### config.mk
export PLATFORM = sky130hd
export DESIGN_NAME = stream_demux_flat
export DESIGN_NICKNAME = d
export VERILOG_FILES = /design/src/rtl/neuro_pkg.sv /design/src/rtl/stream_demux_if.sv /design/src/rtl/demux_chan_reg.sv /design/src/rtl/stream_demux.sv /design/src/flat_wrapper.sv
export SDC_FILE = /design/constraint.sdc
export NUM_CORES = 1
export LEC_CHECK = 0
export BUFFER_PORTS_ARGS = -buffer_cell sky130_fd_sc_hd__buf_4
export CAP_MARGIN = 10
export CORE_UTILIZATION = 48
export DETAILED_ROUTE_END_ITERATION = 12
export PLACE_DENSITY = 0.8
export SYNTH_ARGS = -nofsm -noshare
export SYNTH_HDL_FRONTEND = slang
export SYNTH_HIERARCHICAL = 1
export SYNTH_SLANG_ARGS = --single-unit
export TNS_END_PERCENT = 50
### constraint.sdc
create_clock -name clk -period 2.3 [get_ports clk]
set_clock_uncertainty 0.2 [all_clocks]
set_input_delay 0.115 -clock clk [delete_from_list [all_inputs] [get_ports clk]]
set_output_delay 0.115 -clock clk [all_outputs]
set_load 0.02 [all_outputs]
### src/rtl/neuro_pkg.sv
`default_nettype none
// ============================================================================
// Module      : neuro_pkg
// Description : Shared definitions for the stream demultiplexer slice.
//               Provides the clog2 helper used to size channel selects and
//               the IDLE/BURST state encoding of the demux controller.
// Revision    : 1.0 - initial release
// ============================================================================
package neuro_pkg;

  // Demux controller state: IDLE waits for the first beat of a burst,
  // BURST holds the latched route until the last beat is accepted.
  typedef enum logic [0:0] {
    IDLE  = 1'b0,
    BURST = 1'b1
  } demux_state_t;

  // Ceiling log2 with a floor of 1 so a select field is never zero width.
  function automatic int clog2(input int n);
    int r;
    r = 0;
    while ((1 << r) < n) begin
      r = r + 1;
    end
    if (r < 1) begin
      r = 1;
    end
    return r;
  endfunction

endpackage : neuro_pkg
`default_nettype wire

### src/rtl/stream_demux_if.sv
`default_nettype none
// ============================================================================
// Module      : stream_demux_if
// Description : Bundle of the demux input stream and the per-channel output
//               streams plus status flags.
//   in_valid/in_ready/in_data : upstream beat handshake and payload
//   in_sel/in_len             : burst route and length (first beat only)
//   out_valid/out_ready       : per-channel handshake, one bit per channel
//   out_data                  : channel k at [k*WIDTH +: WIDTH]
//   busy/err_sel              : burst-open flag, bad-select pulse
//   modport slave  : the demux side
//   modport master : the producer/consumer side
// Revision    : 1.0 - initial release
// ============================================================================
interface stream_demux_if #(
  parameter int WIDTH   = 16,
  parameter int NUM_OUT = 4,
  parameter int CNT_W   = 4
);
  localparam int SEL_W = neuro_pkg::clog2(NUM_OUT);

  logic                     in_valid;
  logic                     in_ready;
  logic [WIDTH-1:0]         in_data;
  logic [SEL_W-1:0]         in_sel;
  logic [CNT_W-1:0]         in_len;
  logic [NUM_OUT-1:0]       out_valid;
  logic [NUM_OUT-1:0]       out_ready;
  logic [NUM_OUT*WIDTH-1:0] out_data;
  logic                     busy;
  logic                     err_sel;

  modport slave (
    input  in_valid, in_data, in_sel, in_len, out_ready,
    output in_ready, out_valid, out_data, busy, err_sel
  );

  modport master (
    output in_valid, in_data, in_sel, in_len, out_ready,
    input  in_ready, out_valid, out_data, busy, err_sel
  );

endinterface : stream_demux_if
`default_nettype wire

### src/rtl/demux_chan_reg.sv
`default_nettype none
// ============================================================================
// Module      : demux_chan_reg
// Description : Single-entry output register for one demux channel with
//               valid/ready semantics and zero-gated data output.
//   clk, rst_n : clock, asynchronous active-low reset
//   load       : capture load_data this cycle (accepted beat for channel)
//   load_data  : beat payload
//   drain      : downstream ready for this channel
//   valid      : register holds a beat
//   data       : held beat, or zero when empty
// Revision    : 1.0 - initial release
// ============================================================================
module demux_chan_reg #(
  parameter int WIDTH = 16
) (
  input  wire logic             clk,
  input  wire logic             rst_n,
  input  wire logic             load,
  input  wire logic [WIDTH-1:0] load_data,
  input  wire logic             drain,
  output logic                  valid,
  output logic [WIDTH-1:0]      data
);

  logic             r_valid;
  logic [WIDTH-1:0] r_data;

  // A load wins over a drain in the same cycle: the old beat leaves and the
  // new one takes its place, so valid stays high.
  always_ff @(posedge clk or negedge rst_n) begin
    if (!rst_n) begin
      r_valid <= 1'b0;
      r_data  <= '0;
    end else if (load) begin
      r_valid <= 1'b1;
      r_data  <= load_data;
    end else if (drain) begin
      r_valid <= 1'b0;
    end
  end

  assign valid = r_valid;
  // Empty channels present zero rather than the last (stale) beat.
  assign data  = r_valid ? r_data : '0;

endmodule : demux_chan_reg
`default_nettype wire

### src/rtl/stream_demux.sv
`default_nettype none
// ============================================================================
// Module      : stream_demux
// Description : Steers one valid/ready stream to one of NUM_OUT channels a
//               burst at a time. Route and length come from the first beat;
//               the route holds until the burst's last beat is accepted.
//   clk   : clock, rising edge
//   rst_n : asynchronous active-low reset
//   bus   : stream_demux_if.slave (input stream, channel outputs, status)
// Revision    : 1.0 - initial release
// ============================================================================
module stream_demux #(
  parameter int WIDTH   = 16,
  parameter int NUM_OUT = 4,
  parameter int CNT_W   = 4
) (
  input  wire logic      clk,
  input  wire logic      rst_n,
  stream_demux_if.slave  bus
);
  import neuro_pkg::*;

  localparam int SEL_W = clog2(NUM_OUT);

  demux_state_t     r_state;
  demux_state_t     w_state_nxt;
  logic [SEL_W-1:0] r_sel;
  logic [SEL_W-1:0] w_sel_nxt;
  logic [CNT_W-1:0] r_rem;
  logic [CNT_W-1:0] w_rem_nxt;
  logic             r_err;
  logic             w_err_nxt;

  logic [SEL_W-1:0] w_cs;
  logic             w_cs_ok;
  logic             w_tgt_valid;
  logic             w_tgt_ready;
  logic             w_in_ready;
  logic             w_accept;
  logic [NUM_OUT-1:0] w_load;

  logic             w_chan_valid [NUM_OUT];
  logic [WIDTH-1:0] w_chan_data  [NUM_OUT];

  // --------------------------------------------------------------------------
  // Target channel and input ready. In IDLE the route comes straight from the
  // beat on the bus; in BURST it comes from the latched select. A select that
  // names no channel is accepted unconditionally and its beats are dropped.
  // --------------------------------------------------------------------------
  always_comb begin
    w_cs        = (r_state == IDLE) ? bus.in_sel : r_sel;
    w_cs_ok     = 1'b0;
    w_tgt_valid = 1'b0;
    w_tgt_ready = 1'b0;
    for (int k = 0; k < NUM_OUT; k++) begin
      if (w_cs == SEL_W'(k)) begin
        w_cs_ok     = 1'b1;
        w_tgt_valid = w_chan_valid[k];
        w_tgt_ready = bus.out_ready[k];
      end
    end
    w_in_ready = w_cs_ok ? (!w_tgt_valid || w_tgt_ready) : 1'b1;
    w_accept   = bus.in_valid && w_in_ready;
  end

  always_comb begin
    w_load = '0;
    for (int k = 0; k < NUM_OUT; k++) begin
      w_load[k] = w_accept && (w_cs == SEL_W'(k));
    end
  end

  // --------------------------------------------------------------------------
  // Burst controller. r_rem counts beats still owed after the first one; the
  // beat that brings it to zero closes the burst.
  // --------------------------------------------------------------------------
  always_ff @(posedge clk or negedge rst_n) begin
    if (!rst_n) begin
      r_state <= IDLE;
      r_sel   <= '0;
      r_rem   <= '0;
      r_err   <= 1'b0;
    end else begin
      r_state <= w_state_nxt;
      r_sel   <= w_sel_nxt;
      r_rem   <= w_rem_nxt;
      r_err   <= w_err_nxt;
    end
  end

  always_comb begin
    w_state_nxt = r_state;
    w_sel_nxt   = r_sel;
    w_rem_nxt   = r_rem;
    w_err_nxt   = 1'b0;
    if (w_accept) begin
      case (r_state)
        IDLE: begin
          w_sel_nxt = bus.in_sel;
          // A zero length is a single-beat burst.
          w_rem_nxt = (bus.in_len == '0) ? '0 : (bus.in_len - CNT_W'(1));
          w_err_nxt = !w_cs_ok;
          if (w_rem_nxt != '0) begin
            w_state_nxt = BURST;
          end
        end
        BURST: begin
          w_rem_nxt = r_rem - CNT_W'(1);
          if (r_rem == CNT_W'(1)) begin
            w_state_nxt = IDLE;
          end
        end
        default: begin
          w_state_nxt = IDLE;
        end
      endcase
    end
  end

  // --------------------------------------------------------------------------
  // Per-channel output registers.
  // --------------------------------------------------------------------------
  for (genvar k = 0; k < NUM_OUT; k++) begin : g_chan
    demux_chan_reg #(
      .WIDTH (WIDTH)
    ) u_chan (
      .clk       (clk),
      .rst_n     (rst_n),
      .load      (w_load[k]),
      .load_data (bus.in_data),
      .drain     (bus.out_ready[k]),
      .valid     (w_chan_valid[k]),
      .data      (w_chan_data[k])
    );
  end

  always_comb begin
    bus.out_valid = '0;
    bus.out_data  = '0;
    for (int k = 0; k < NUM_OUT; k++) begin
      bus.out_valid[k]                = w_chan_valid[k];
      bus.out_data[k*WIDTH +: WIDTH]  = w_chan_data[k];
    end
  end

  assign bus.in_ready = w_in_ready;
  assign bus.busy     = (r_state == BURST);
  assign bus.err_sel  = r_err;

endmodule : stream_demux
`default_nettype wire

### src/flat_wrapper.sv
// flat-port wrapper written by rule: the top's interface ports become plain ports
module stream_demux_flat import neuro_pkg::*;
#(
  parameter int WIDTH   = 16,
  parameter int NUM_OUT = 4,
  parameter int CNT_W   = 4
)
  (clk, rst_n, bus_in_valid, bus_in_data, bus_in_sel, bus_in_len, bus_out_ready, bus_in_ready, bus_out_valid, bus_out_data, bus_busy, bus_err_sel);
  stream_demux_if #(.WIDTH(WIDTH), .NUM_OUT(NUM_OUT), .CNT_W(CNT_W)) bus_i ();
  input  wire logic clk;
  input  wire logic rst_n;
  input wire logic [$bits(bus_i.in_valid)-1:0] bus_in_valid;
  input wire logic [$bits(bus_i.in_data)-1:0] bus_in_data;
  input wire logic [$bits(bus_i.in_sel)-1:0] bus_in_sel;
  input wire logic [$bits(bus_i.in_len)-1:0] bus_in_len;
  input wire logic [$bits(bus_i.out_ready)-1:0] bus_out_ready;
  output wire logic [$bits(bus_i.in_ready)-1:0] bus_in_ready;
  output wire logic [$bits(bus_i.out_valid)-1:0] bus_out_valid;
  output wire logic [$bits(bus_i.out_data)-1:0] bus_out_data;
  output wire logic [$bits(bus_i.busy)-1:0] bus_busy;
  output wire logic [$bits(bus_i.err_sel)-1:0] bus_err_sel;
  assign bus_i.in_valid = bus_in_valid;
  assign bus_i.in_data = bus_in_data;
  assign bus_i.in_sel = bus_in_sel;
  assign bus_i.in_len = bus_in_len;
  assign bus_i.out_ready = bus_out_ready;
  assign bus_in_ready = bus_i.in_ready;
  assign bus_out_valid = bus_i.out_valid;
  assign bus_out_data = bus_i.out_data;
  assign bus_busy = bus_i.busy;
  assign bus_err_sel = bus_i.err_sel;
  stream_demux #(.WIDTH(WIDTH), .NUM_OUT(NUM_OUT), .CNT_W(CNT_W)) u_core (.clk(clk), .rst_n(rst_n), .bus(bus_i));
endmodule
### Word-level counts from Yosys, hierarchy flattened

Index checks and enable logic that the tools add are counted.
W data, S select, Z words.

* $add $sub $neg: 2
* eq/ne operators: 4
* muxes and demuxes: 33
* bitwise logic cells: 1
* reductions and logical operators: 15

Operators with widths (count)
* $mux W16: 4
* $mux W1: 25
* $pmux W4 S2: 1
* $reduce_bool A2 Y1: 4
* $sub A4 B1 Y4 const B: 2
* $logic_and A1 B1 Y1: 5
* $eq A2 B2 Y1 const B: 2
* $eq A4 B1 Y1 const B: 1
* $logic_not A4 Y1: 1
* $mux W4: 1
* $reduce_bool A4 Y1: 1
* $eq A2 B1 Y1 const B: 1
* $logic_not A1 Y1: 2
* $logic_not A2 Y1: 1
* $mux W2: 1
* $pmux W1 S2: 1
* $logic_or A1 B1 Y1: 1
* $not A1 Y1: 1

* bits in registers: 76
* input bits: 29
* output and inout bits: 71
* logic and storage cells: 67

### Depth between registers and ports, before layout

Gate-level depths: netlist of run 1.

* depth in word-level cells: 12
* gate-level depth with buffers: 9

### By module

The synthesis of run 1 kept the hierarchy.

Modules (own cells, without submodules)
* demux_chan_reg: instances 4, cells an instance 54, area an instance 787.0 sq um, sequential area each 425.4 sq um
* stream_demux: instances 1, cells an instance 72, area an instance 664.4 sq um, sequential area each 200.2 sq um

### Worst setup path after synthesis of run 1

No wires, ideal clock.

* kind: register -> register
* start: register u_core.r_state, in the netlist u_core/bus.busy
* end: register u_core.g_chan[2].u_chan.r_data[10]
* setup time: 125 ps
* arrival: 1955 ps
* required time: 1975 ps
* slack: 20 ps
* stages on the path, launching flop included: 10
* path buffers: 3
* path through: dfrtp_1 > buf_6 > mux2_4 > nor3b_2 > nor2_1 > nand3_1 > nor2_1 > buf_6 > buf_12 > mux2_4

* cells in the longest elaborated chain, start to end: 11
* elaborated cells on any way between the ends: 22

Ends and longest elaborated chain
* start: declaration: RTL line stream_demux.sv:25 `demux_state_t r_state;`
* start signal: assignment: RTL line stream_demux.sv:84 `r_state <= w_state_nxt;`
* $mux W2 (*)
* $logic_not A2 Y1: RTL line stream_demux.sv:56 `if (w_cs == SEL_W'(k)) begin`
* $mux W1 (4 in a row): RTL line stream_demux.sv:56
* $logic_not A1 Y1: RTL line stream_demux.sv:62 `w_in_ready = w_cs_ok ? (!w_tgt_valid || w_tgt_ready) : 1'b1;`
* $logic_or A1 B1 Y1: RTL line stream_demux.sv:62
* $mux W1: RTL line stream_demux.sv:62
* $logic_and A1 B1 Y1: RTL line stream_demux.sv:63 `w_accept = bus.in_valid && w_in_ready;`
* $logic_and A1 B1 Y1 (*): RTL line stream_demux.sv:69 `w_load[k] = w_accept && (w_cs == SEL_W'(k));`
* net u_core.w_load[2]: RTL line stream_demux.sv:40 `logic [NUM_OUT-1:0] w_load;`
* end signal: assignment: RTL line demux_chan_reg.sv:37 `r_data <= load_data;`
* end: declaration: RTL line demux_chan_reg.sv:27 `logic [WIDTH-1:0] r_data;`

The timed path passes the listed nets; every way through them passes the cells marked *.
A chain may end at the register's enable or synchronous reset.

### Worst setup path in the final report of run 1

* start: register u_core.r_state, in the netlist u_core/bus.busy
* end: register u_core.g_chan[3].u_chan.r_data[12]

* cells in the longest elaborated chain, start to end: 11
* elaborated cells on any way between the ends: 22

Ends and longest elaborated chain (RTL line)
* $mux W2 (*)
* $logic_not A2 Y1: stream_demux.sv:56
* $mux W1 (4 in a row): stream_demux.sv:56
* $logic_not A1 Y1: stream_demux.sv:62
* $logic_or A1 B1 Y1: stream_demux.sv:62
* $mux W1: stream_demux.sv:62
* $logic_and A1 B1 Y1: stream_demux.sv:63
* $logic_and A1 B1 Y1 (*): stream_demux.sv:69
* net u_core.w_load[3]: stream_demux.sv:40
* end signal: assignment: demux_chan_reg.sv:37
* end: declaration: demux_chan_reg.sv:27

Marked as above.

==> results.json, run 1 <==
{
  "status": "finished, final reports clean",
  "yosys.cell_count.top_type": "dfrtp_1",
  "hold_slack_ns": 0.0239,
  "p_leak_nw": 2.49,
  "grt_pass1_vias": 2856,
  "worstMarginPinSlew_ns": 0.570,
  "hold_path_class": "in2reg",
  "r2r_slack_ns": 0.08,
  "layout.nets": 456,
  "vdd_drop_max_mv": 0.473,
  "synth_top_area_share_pct": 49.9,
  "design_area_mm2": 0.00512,
  "drc": 0,
  "end_kind": "flip-flop",
  "numClockSinks": 76,
  "met1_length_um": 3900,
  "fp.coreArea_mm2": 0.00769,
  "grt_max_degree": 44,
  "startpoint": "u_core/bus.busy",
  "ys_seq_elements": 76,
  "crit_end": "u_core/g_chan[3].u_chan/r_data[12]",
  "max_stage_delay_ns": 0.46,
  "cts_tree": "done",
  "cp.required_ns": 2.33,
  "syn_area_per_cell_um2": 13.2,
  "antenna_found_initial": 0,
  "start_util_pct": 49.6,
  "cp_cell_sequence": "mux2_4, mux2_2, nand3_1, nor2_2, buf_4, mux2_4",
  "path_delay_family": "multiplexers",
  "post-route-period-util_pct": 96.7,
  "crit_cells": 6,
  "cp.arrival_ns": 2.26,
  "cp_max_fo": 9,
  "synth_top_area_cell": "dfrtp_1",
  "antenna_left": 0,
  "syn_to_final_growth_pct": 34.4,
  "setup_viol": 0,
  "startpoint_type": "flip-flop",
  "first_pass_iters": 4,
  "rr_worst_depth": 6,
  "cts_inserted_buffers": 9,
  "dp_hpwl_um": 5950,
  "utilization_pct": 66.6,
  "synthesis.nets": 319,
  "via_per_inst": 4.98,
  "cts-root-buf": "clkbuf_8",
  "htreeDepth": 3,
  "synth.distinct_cells": 37,
  "wl_per_cell_um": 16.3,
  "grt_pass1_wl_um": 14400,
  "drt-initial-drc-count": 125,
  "synth.top_cells.by_area": "dfrtp_1 50%, mux2_4 15%, and2_1 11%",
  "critical_path_class": "reg2reg",
  "rsz0062_at_grt": "yes",
  "synth-main-ff-cell": "dfrtp_1",
  "synthCells": 288,
  "grt_use_total_pct": 22.9,
  "clockBufferDepth": 2,
  "period_needed_ns": 2.22,
  "fin_tns_setup_ns": 0,
  "yosysWarnings": 6,
  "clock_latency_ns": 0.35,
  "totalPowerFinal_mw": 6.24,
  "rr_endpoint": "u_core/g_chan[3].u_chan/r_data[12]",
  "crit_top_cell": "mux2_4",
  "synthTopCellsByCount": "76 x dfrtp_1, 64 x and2_1, 37 x mux2_4",
  "wl_met2_um": 4250,
  "clock.fmax_ghz": 0.449,
  "path_buf_inv": 1,
  "slew_headroom_pct": 62.0,
  "dr_total_vias": 2652,
  "top_layer": "met4",
  "dieArea_mm2": 0.00830,
  "totalWireLength_um": 8670,
  "wl_met3_um": 325,
  "ioPinCount": 100,
  "fp.dieW_um": 91.1,
  "async_flop_share_pct": 100,
  "numPortBuffers": 99,
  "grt.overflow.total": 0,
  "drive_gt1_share_pct": 50.7,
  "diodes": 0,
  "rows": 32,
  "power.density_mw_per_mm2": 1220,
  "die_h_um": 91.1,
  "postPlaceCellArea_mm2": 0.00466,
  "timing.final.hold_violations": 0,
  "synth_seq_area_share_pct": 49.9,
  "syn-cell-area_mm2": 0.00381,
  "critPathSlowestCell": "dfrtp_2",
  "place_congestion": 0.813,
  "slew_violations": 0,
  "cap_violations": 0,
  "synth_edf_count": 0,
  "path_clk_slew_ns": 0.08,
  "r2r-start": "u_core/bus.busy"
}
[kinds of logic (layout without fill, tap and decap cells)]
group | Yosys count | in the layout | share of synthesized area [%]
multiplexers | 71 | 71 | 24.9
AO/OA/AOI/OAI | 19 | 19 | 4.14
flip-flops | 76 | 76 | 49.9
adder cells (fa/ha/maj) | 2 | 2 | 0.656
AND/OR/NAND/NOR | 95 | 95 | 14.9
buffers and inverters | 24 | 166 | 5.35
other | 1 | 1 | 0.0984
[state kept, by name, indices dropped and copies added (netlist names)]
signal	cells
u_core/bus.busy	1
u_core/r_sel	2
u_core/r_rem	4
u_core/g_chan.u_chan/valid	4
u_core/g_chan.u_chan/r_data	64
u_core/bus.err_sel	1
[through the flow]
| stage | std cells | setup WS [ns] |
|---|---|---|
| 2_1_floorplan | 288 | 0.0196 |
| 3_3_place_gp | 491 | 0.0924 |
| 3_5_place_dp | 491 | 0.0363 |
| 4_1_cts | 532 | 0.0262 |
| 5_1_grt | 532 | -0.00573 |
| 6_report | 532 | 0.0752 |
[power breakdown]
group          total [mW]  switching [mW]  internal, mW
clock                1.04           0.481         0.557
combinational        2.87            1.29          1.58
sequential           2.33           0.351          1.98
[worst min-delay path: cells and delay by family]
kind | cells | cell delay, ns
compound gates | 2 | 0.18
buf+inv | 1 | 0.11
mux | 1 | 0.14
[what timing repair did]
action	4_1_cts	5_1_grt
setup buffers	0	0
hold buffers	25	0
resized for setup	0	2
setup endpoints to repair	0	62
hold endpoints to repair	147	0
[final cells by class]
| cell class | count | area, um2 |
|---|---|---|
| clock buffers | 12 | 155 |
| clock inverters | 4 | 47.5 |
| fillers | 581 | 2560 |
| inverters | 9 | 33.8 |
| multi-input cells | 188 | 1720 |
| flip-flops and latches | 76 | 1900 |
| well taps | 102 | 128 |
| repair buffers | 141 | 1130 |
[per-layer routing]
layer	vias up	GRT usage (%)
li1	1244	-
met3	14	3.69
met1	1319	29.5
met5	-	0
met2	75	37.9
met4	0	10.3
[placed cells by master (no fill, tap or decap), types with 2 or more instances in the layout]
| master | n |
|---|---|
| nor3_1 | 2 |
| clkbuf_8 | 11 |
| dfrtp_1 | 75 |
| a21oi_1 | 4 |
| clkinv_2 | 2 |
| a21o_2 | 4 |
| nor2_1 | 7 |
| nor3b_2 | 2 |
| nand3b_1 | 2 |
| nand2b_1 | 3 |
| nand3_1 | 3 |
| dlygate4sd3_1 | 25 |
| mux2_2 | 31 |
| a21boi_0 | 2 |
| nand2_1 | 4 |
| inv_1 | 9 |
| mux2_4 | 37 |
| o21ai_0 | 2 |
| ha_1 | 2 |
| buf_4 | 115 |
| and2_1 | 64 |
| nor2_2 | 4 |
[worst min-delay path by stage]
stage                  start                                 to  slack [ns]  cells after the start
4_1_cts        bus_in_len[1]                    u_core/r_rem[1]        0.02                      4
3_3_place_gp           rst_n  u_core/g_chan[2].u_chan/r_data[0]       -0.06                      1
3_5_place_dp           rst_n  u_core/g_chan[2].u_chan/r_data[3]       -0.05                      1
2_1_floorplan          rst_n                    u_core/bus.busy       -0.38                      0
5_1_grt        bus_in_len[2]                    u_core/bus.busy        0.06                      4
6_report       bus_in_len[1]                    u_core/r_rem[1]        0.02                      4
No activity file was read; power rests on OpenSTA's default activity.
==> inputs of run 2 (changes only) <==
--- a/config.mk
+++ b/config.mk
@@ -9,7 +9,7 @@
 export CAP_MARGIN = 10
 export CORE_UTILIZATION = 48
 export DETAILED_ROUTE_END_ITERATION = 12
-export PLACE_DENSITY = 0.8
+export PLACE_DENSITY = 0.86
 export SYNTH_ARGS = -nofsm -noshare
 export SYNTH_HDL_FRONTEND = slang
 export SYNTH_HIERARCHICAL = 1
==> results.json, run 2 (same netlist as run 1, synthesis figures left out) <==
{
  "drc": 0,
  "wl_per_cell_um": 16.5,
  "r2r_slack_ns": 0.07,
  "grt_use_total_pct": 22.7,
  "power.density_mw_per_mm2": 1220,
  "numClockSinks": 76,
  "clockBufferDepth": 2,
  "rr_endpoint": "u_core/g_chan[1].u_chan/r_data[4]",
  "status": "finished, final reports clean",
  "dieArea_mm2": 0.00830,
  "slew_headroom_pct": 65.5,
  "hold_path_class": "in2reg",
  "grt.overflow.total": 0,
  "layout.nets": 456,
  "cts_tree": "done",
  "startpoint_type": "flip-flop",
  "critical_path_class": "reg2reg",
  "cts_inserted_buffers": 9,
  "rows": 32,
  "fp.coreArea_mm2": 0.00769,
  "first_pass_iters": 4,
  "drive_gt1_share_pct": 50.5,
  "r2r-start": "u_core/bus.busy",
  "cp_max_fo": 9,
  "grt_pass1_vias": 2820,
  "crit_end": "u_core/g_chan[1].u_chan/r_data[4]",
  "cap_violations": 0,
  "largest-register": "u_core/g_chan.u_chan/r_data",
  "worstMarginPinSlew_ns": 0.517,
  "die_h_um": 91.1,
  "fp.dieW_um": 91.1,
  "syn_to_final_growth_pct": 34.0,
  "numPortBuffers": 99,
  "slew_violations": 0,
  "setup_viol": 0,
  "start_util_pct": 49.6,
  "antenna_left": 0,
  "via_per_inst": 4.94,
  "timing.final.hold_violations": 0,
  "totalPowerFinal_mw": 6.23,
  "clock.fmax_ghz": 0.448,
  "path_clk_slew_ns": 0.08,
  "dp.cells": 491,
  "vdd_drop_max_mv": 0.656,
  "end_kind": "flip-flop",
  "rsz0062_at_grt": "yes",
  "post-route-period-util_pct": 97.0,
  "clock_latency_ns": 0.35,
  "pre_cts_ws_ns": 0.0287,
  "cp.arrival_ns": 2.27,
  "design_area_mm2": 0.00511,
  "startpoint": "u_core/bus.busy",
  "final_cell_mix": "115 x buf_4, 75 x dfrtp_1, 64 x and2_1, 37 x mux2_4, 31 x mux2_2",
  "ioPinCount": 100,
  "p_leak_nw": 2.48,
  "rr_worst_depth": 6,
  "fin_cells": 532,
  "place_congestion": 0.878,
  "htreeDepth": 3,
  "antenna_found_initial": 0,
  "cts-root-buf": "clkbuf_8",
  "final_common_cell": "buf_4",
  "totalWireLength_um": 8800,
  "grt_max_degree": 40,
  "cp.required_ns": 2.34,
  "drt-initial-drc-count": 84,
  "grt_pass1_wl_um": 14400,
  "postPlaceCellArea_mm2": 0.00466,
  "period_needed_ns": 2.23,
  "dp_hpwl_um": 6150,
  "diodes": 0,
  "layout_setup_ws_ns": 0.0697,
  "worstHoldPathCells": 4,
  "dr_total_vias": 2629,
  "largest_register_ffs": 64
}
-- run 2: cell types whose count changed in the layout (fill, tap and decap cells not counted) --
cell and delta:
clkbuf_8 -2, clkinv_4 +2, nor3b_1 +1, nor3b_2 -1
-- run 2: timing repair --
| action | CTS | global route |
|---|---|---|
| endpoints found under the hold margin | 147 | 0 |
| resized for setup | 0 | 1 |
| endpoints found under the setup margin | 0 | 45 |
| hold buffers | 25 | 0 |
| setup buffers | 0 | 0 |
-- run 2: cell type report --
class	instances	area, um2
sequential	76	1900
clock buffer	10	128
clock inverter	6	65.1
fill	589	2580
tap	102	128
multi-input combinational	188	1720
inverter	9	33.8
timing repair buffer	141	1130
-- run 2: through the flow --
stage | TNS [ns] | utilization, % | hold slack, ns
floorplan | 0 | - | -0.381
global placement | 0 | 60.7 | -0.0881
detailed placement | 0 | 60.7 | -0.0757
CTS | 0 | 66.4 | 0.0000304
global route | -0.00399 | 66.4 | 0.0580
finish | 0 | 66.4 | 0.0152
-- run 2: how the worst min path moves through the flow --
| stage | from | to |
|---|---|---|
| after detailed placement | rst_n | u_core/g_chan[2].u_chan/r_data[13] |
| final | bus_in_len[1] | u_core/r_rem[1] |
| after floorplan | rst_n | u_core/bus.busy |
| after CTS | bus_in_len[1] | u_core/r_rem[1] |
| after global placement | rst_n | u_core/g_chan[2].u_chan/r_data[13] |
| after global routing | bus_in_len[1] | u_core/r_rem[1] |
-- run 2: where the power goes --
part / internal [mW] / switching, mW
Sequential: 1.98 / 0.366
Combinational: 1.58 / 1.30
Clock: 0.501 / 0.502
Total: 4.06 / 2.17
-- run 2: critical path, cell delays in order, from the launching register on --
cell	delay (ns)
dfrtp_2	0.47
mux2_4	0.36
mux2_2	0.24
nand3_1	0.15
nor2_2	0.14
buf_4	0.24
mux2_4	0.32
-- run 2: metal layers --
layer / track usage (%) / routed length [um] / vias to the layer above
li1: - / - / 1242
met1: 28.1 / 3760 / 1327
met2: 40.3 / 4660 / 53
met3: 3.94 / 278 / 7
met4: 6.75 / 102 / 0
met5: 0 / 0 / -
==> inputs of run 3 (changes only) <==
--- a/config.mk
+++ b/config.mk
@@ -10,6 +10,7 @@
 export CORE_UTILIZATION = 48
 export DETAILED_ROUTE_END_ITERATION = 12
 export PLACE_DENSITY = 0.86
+export RECOVER_POWER = 25
 export SYNTH_ARGS = -nofsm -noshare
 export SYNTH_HDL_FRONTEND = slang
 export SYNTH_HIERARCHICAL = 1
==> results.json, run 3 (same netlist as run 1, synthesis figures left out) <==
{
  "holdPathEnd": "u_core/r_rem[1]",
  "numPortBuffers": 99,
  "vdd_drop_max_mv": 0.657,
  "cp.required_ns": 2.34,
  "clock.fmax_ghz": 0.449,
  "drc": 0,
  "via_per_inst": 4.95,
  "worstHoldPathCells": 4,
  "path_clk_slew_ns": 0.08,
  "layout_setup_ws_ns": 0.0715,
  "htreeDepth": 3,
  "diodes": 0,
  "drive_gt1_share_pct": 50.5,
  "r2r_slack_ns": 0.07,
  "pre_cts_ws_ns": 0.0287,
  "drt-initial-drc-count": 88,
  "fin_cells": 532,
  "antenna_found_initial": 0,
  "start_util_pct": 49.6,
  "critical_path_class": "reg2reg",
  "dr_total_vias": 2633,
  "utilization_pct": 66.2,
  "dp.cells": 491,
  "totalPowerFinal_mw": 6.23,
  "cap_violations": 0,
  "antenna_left": 0,
  "cp_max_fo": 9,
  "dieArea_mm2": 0.00830,
  "rr_worst_depth": 6,
  "cts-root-buf": "clkbuf_8",
  "status": "finished, final reports clean",
  "grt_pass1_wl_um": 14400,
  "startpoint": "u_core/bus.busy",
  "totalWireLength_um": 8840,
  "final_cell_mix": "114 x buf_4, 75 x dfrtp_1, 64 x and2_1, 37 x mux2_4, 31 x mux2_2",
  "largest_register_ffs": 64,
  "cts_tree": "done",
  "rows": 32,
  "rr_endpoint": "u_core/g_chan[1].u_chan/r_data[4]",
  "p_leak_nw": 2.47,
  "r2r-start": "u_core/bus.busy",
  "grt_use_total_pct": 22.7,
  "fp.dieW_um": 91.1,
  "cts_inserted_buffers": 9,
  "cp.arrival_ns": 2.27,
  "period_needed_ns": 2.23,
  "worstHoldStart": "bus_in_len[1]",
  "first_pass_iters": 4,
  "clock_latency_ns": 0.35,
  "place_congestion": 0.878,
  "cts_setup_buffers": 0,
  "largest-register": "u_core/g_chan.u_chan/r_data",
  "ioPinCount": 100,
  "grt.overflow.total": 0,
  "slew_violations": 0,
  "slew_headroom_pct": 35.4,
  "final.fill_count": 590,
  "grt_pass1_vias": 2820,
  "timing.final.hold_violations": 0,
  "dp_hpwl_um": 6150,
  "startpoint_type": "flip-flop",
  "hold_slack_ns": 0.0152,
  "hold_path_class": "in2reg",
  "wl_per_cell_um": 16.6,
  "die_h_um": 91.1,
  "final_common_cell": "buf_4",
  "power.density_mw_per_mm2": 1220,
  "grt_max_degree": 40,
  "fp.coreArea_mm2": 0.00769,
  "post-route-period-util_pct": 96.9,
  "clockBufferDepth": 2,
  "numClockSinks": 76,
  "worstMarginPinSlew_ns": 0.969,
  "setup_viol": 0,
  "rsz0062_at_grt": "yes",
  "end_kind": "flip-flop",
  "layout.nets": 456,
  "syn_to_final_growth_pct": 33.6
}
==> run 3: changes by cell type in the layout (fill, tap and decap cells not counted), sizes merged <==
cell / previous run / this run
buf: 116 / 114
clkbuf: 10 / 12
==> run 3: power by group <==
group          switching, mW  internal, mW
clock network          0.499         0.501
logic                   1.31          1.57
registers              0.366          1.98
total                   2.17          4.06
==> run 3: worst max-delay path by stage <==
stage | endpoint | slack (ns) | cells after the start
final | u_core/g_chan[1].u_chan/r_data[4] | 0.07 | 6
after global routing | u_core/g_chan[3].u_chan/r_data[1] | -0.004 | 6
after CTS | u_core/g_chan[1].u_chan/r_data[4] | 0.03 | 6
after detailed placement | u_core/g_chan[1].u_chan/r_data[4] | 0.03 | 6
after global placement | u_core/g_chan[1].u_chan/r_data[6] | 0.10 | 6
after floorplan | u_core/g_chan[2].u_chan/r_data[10] | 0.02 | 9
==> run 3: final cells by class <==
cell class	count	area [um2]	share of cell area, %
flip-flops and latches	76	1900	37.4
multi-input cells	188	1720	33.7
repair buffers	141	1120	22.0
clock buffers	10	128	2.51
well taps	102	128	2.51
clock inverters	6	65.1	1.28
inverters	9	33.8	0.663
==> run 3: layer usage <==
layer  part of all wire (%)  GRT usage [%]
met5                      0              0
met4                   0.93           6.75
met3                    3.3           3.94
met2                     53           40.3
met1                     42           28.1
==> run 3: timing repair <==
item / in CTS / in global routing
resized for setup: 0 / 1
hold endpoints to repair: 147 / 0
endpoints found under the setup margin: 0 / 45
hold buffers: 25 / 0
==> run 3: per-stage QoR <==
stage                      TNS, ns  instance area [um2]
after floorplan                  0                 3810
after global placement           0                 4660
after detailed placement         0                 4660
after CTS                        0                 5110
after global routing      -0.00399                 5090
final                            0                 5090
==> run 3: worst max-delay path, stage by stage, from the launching register on <==
cell and delay [ns]:
dfrtp_2 0.47, mux2_4 0.36, mux2_2 0.24, nand3_1 0.15, nor2_2 0.14, buf_4 0.24
mux2_4 0.32
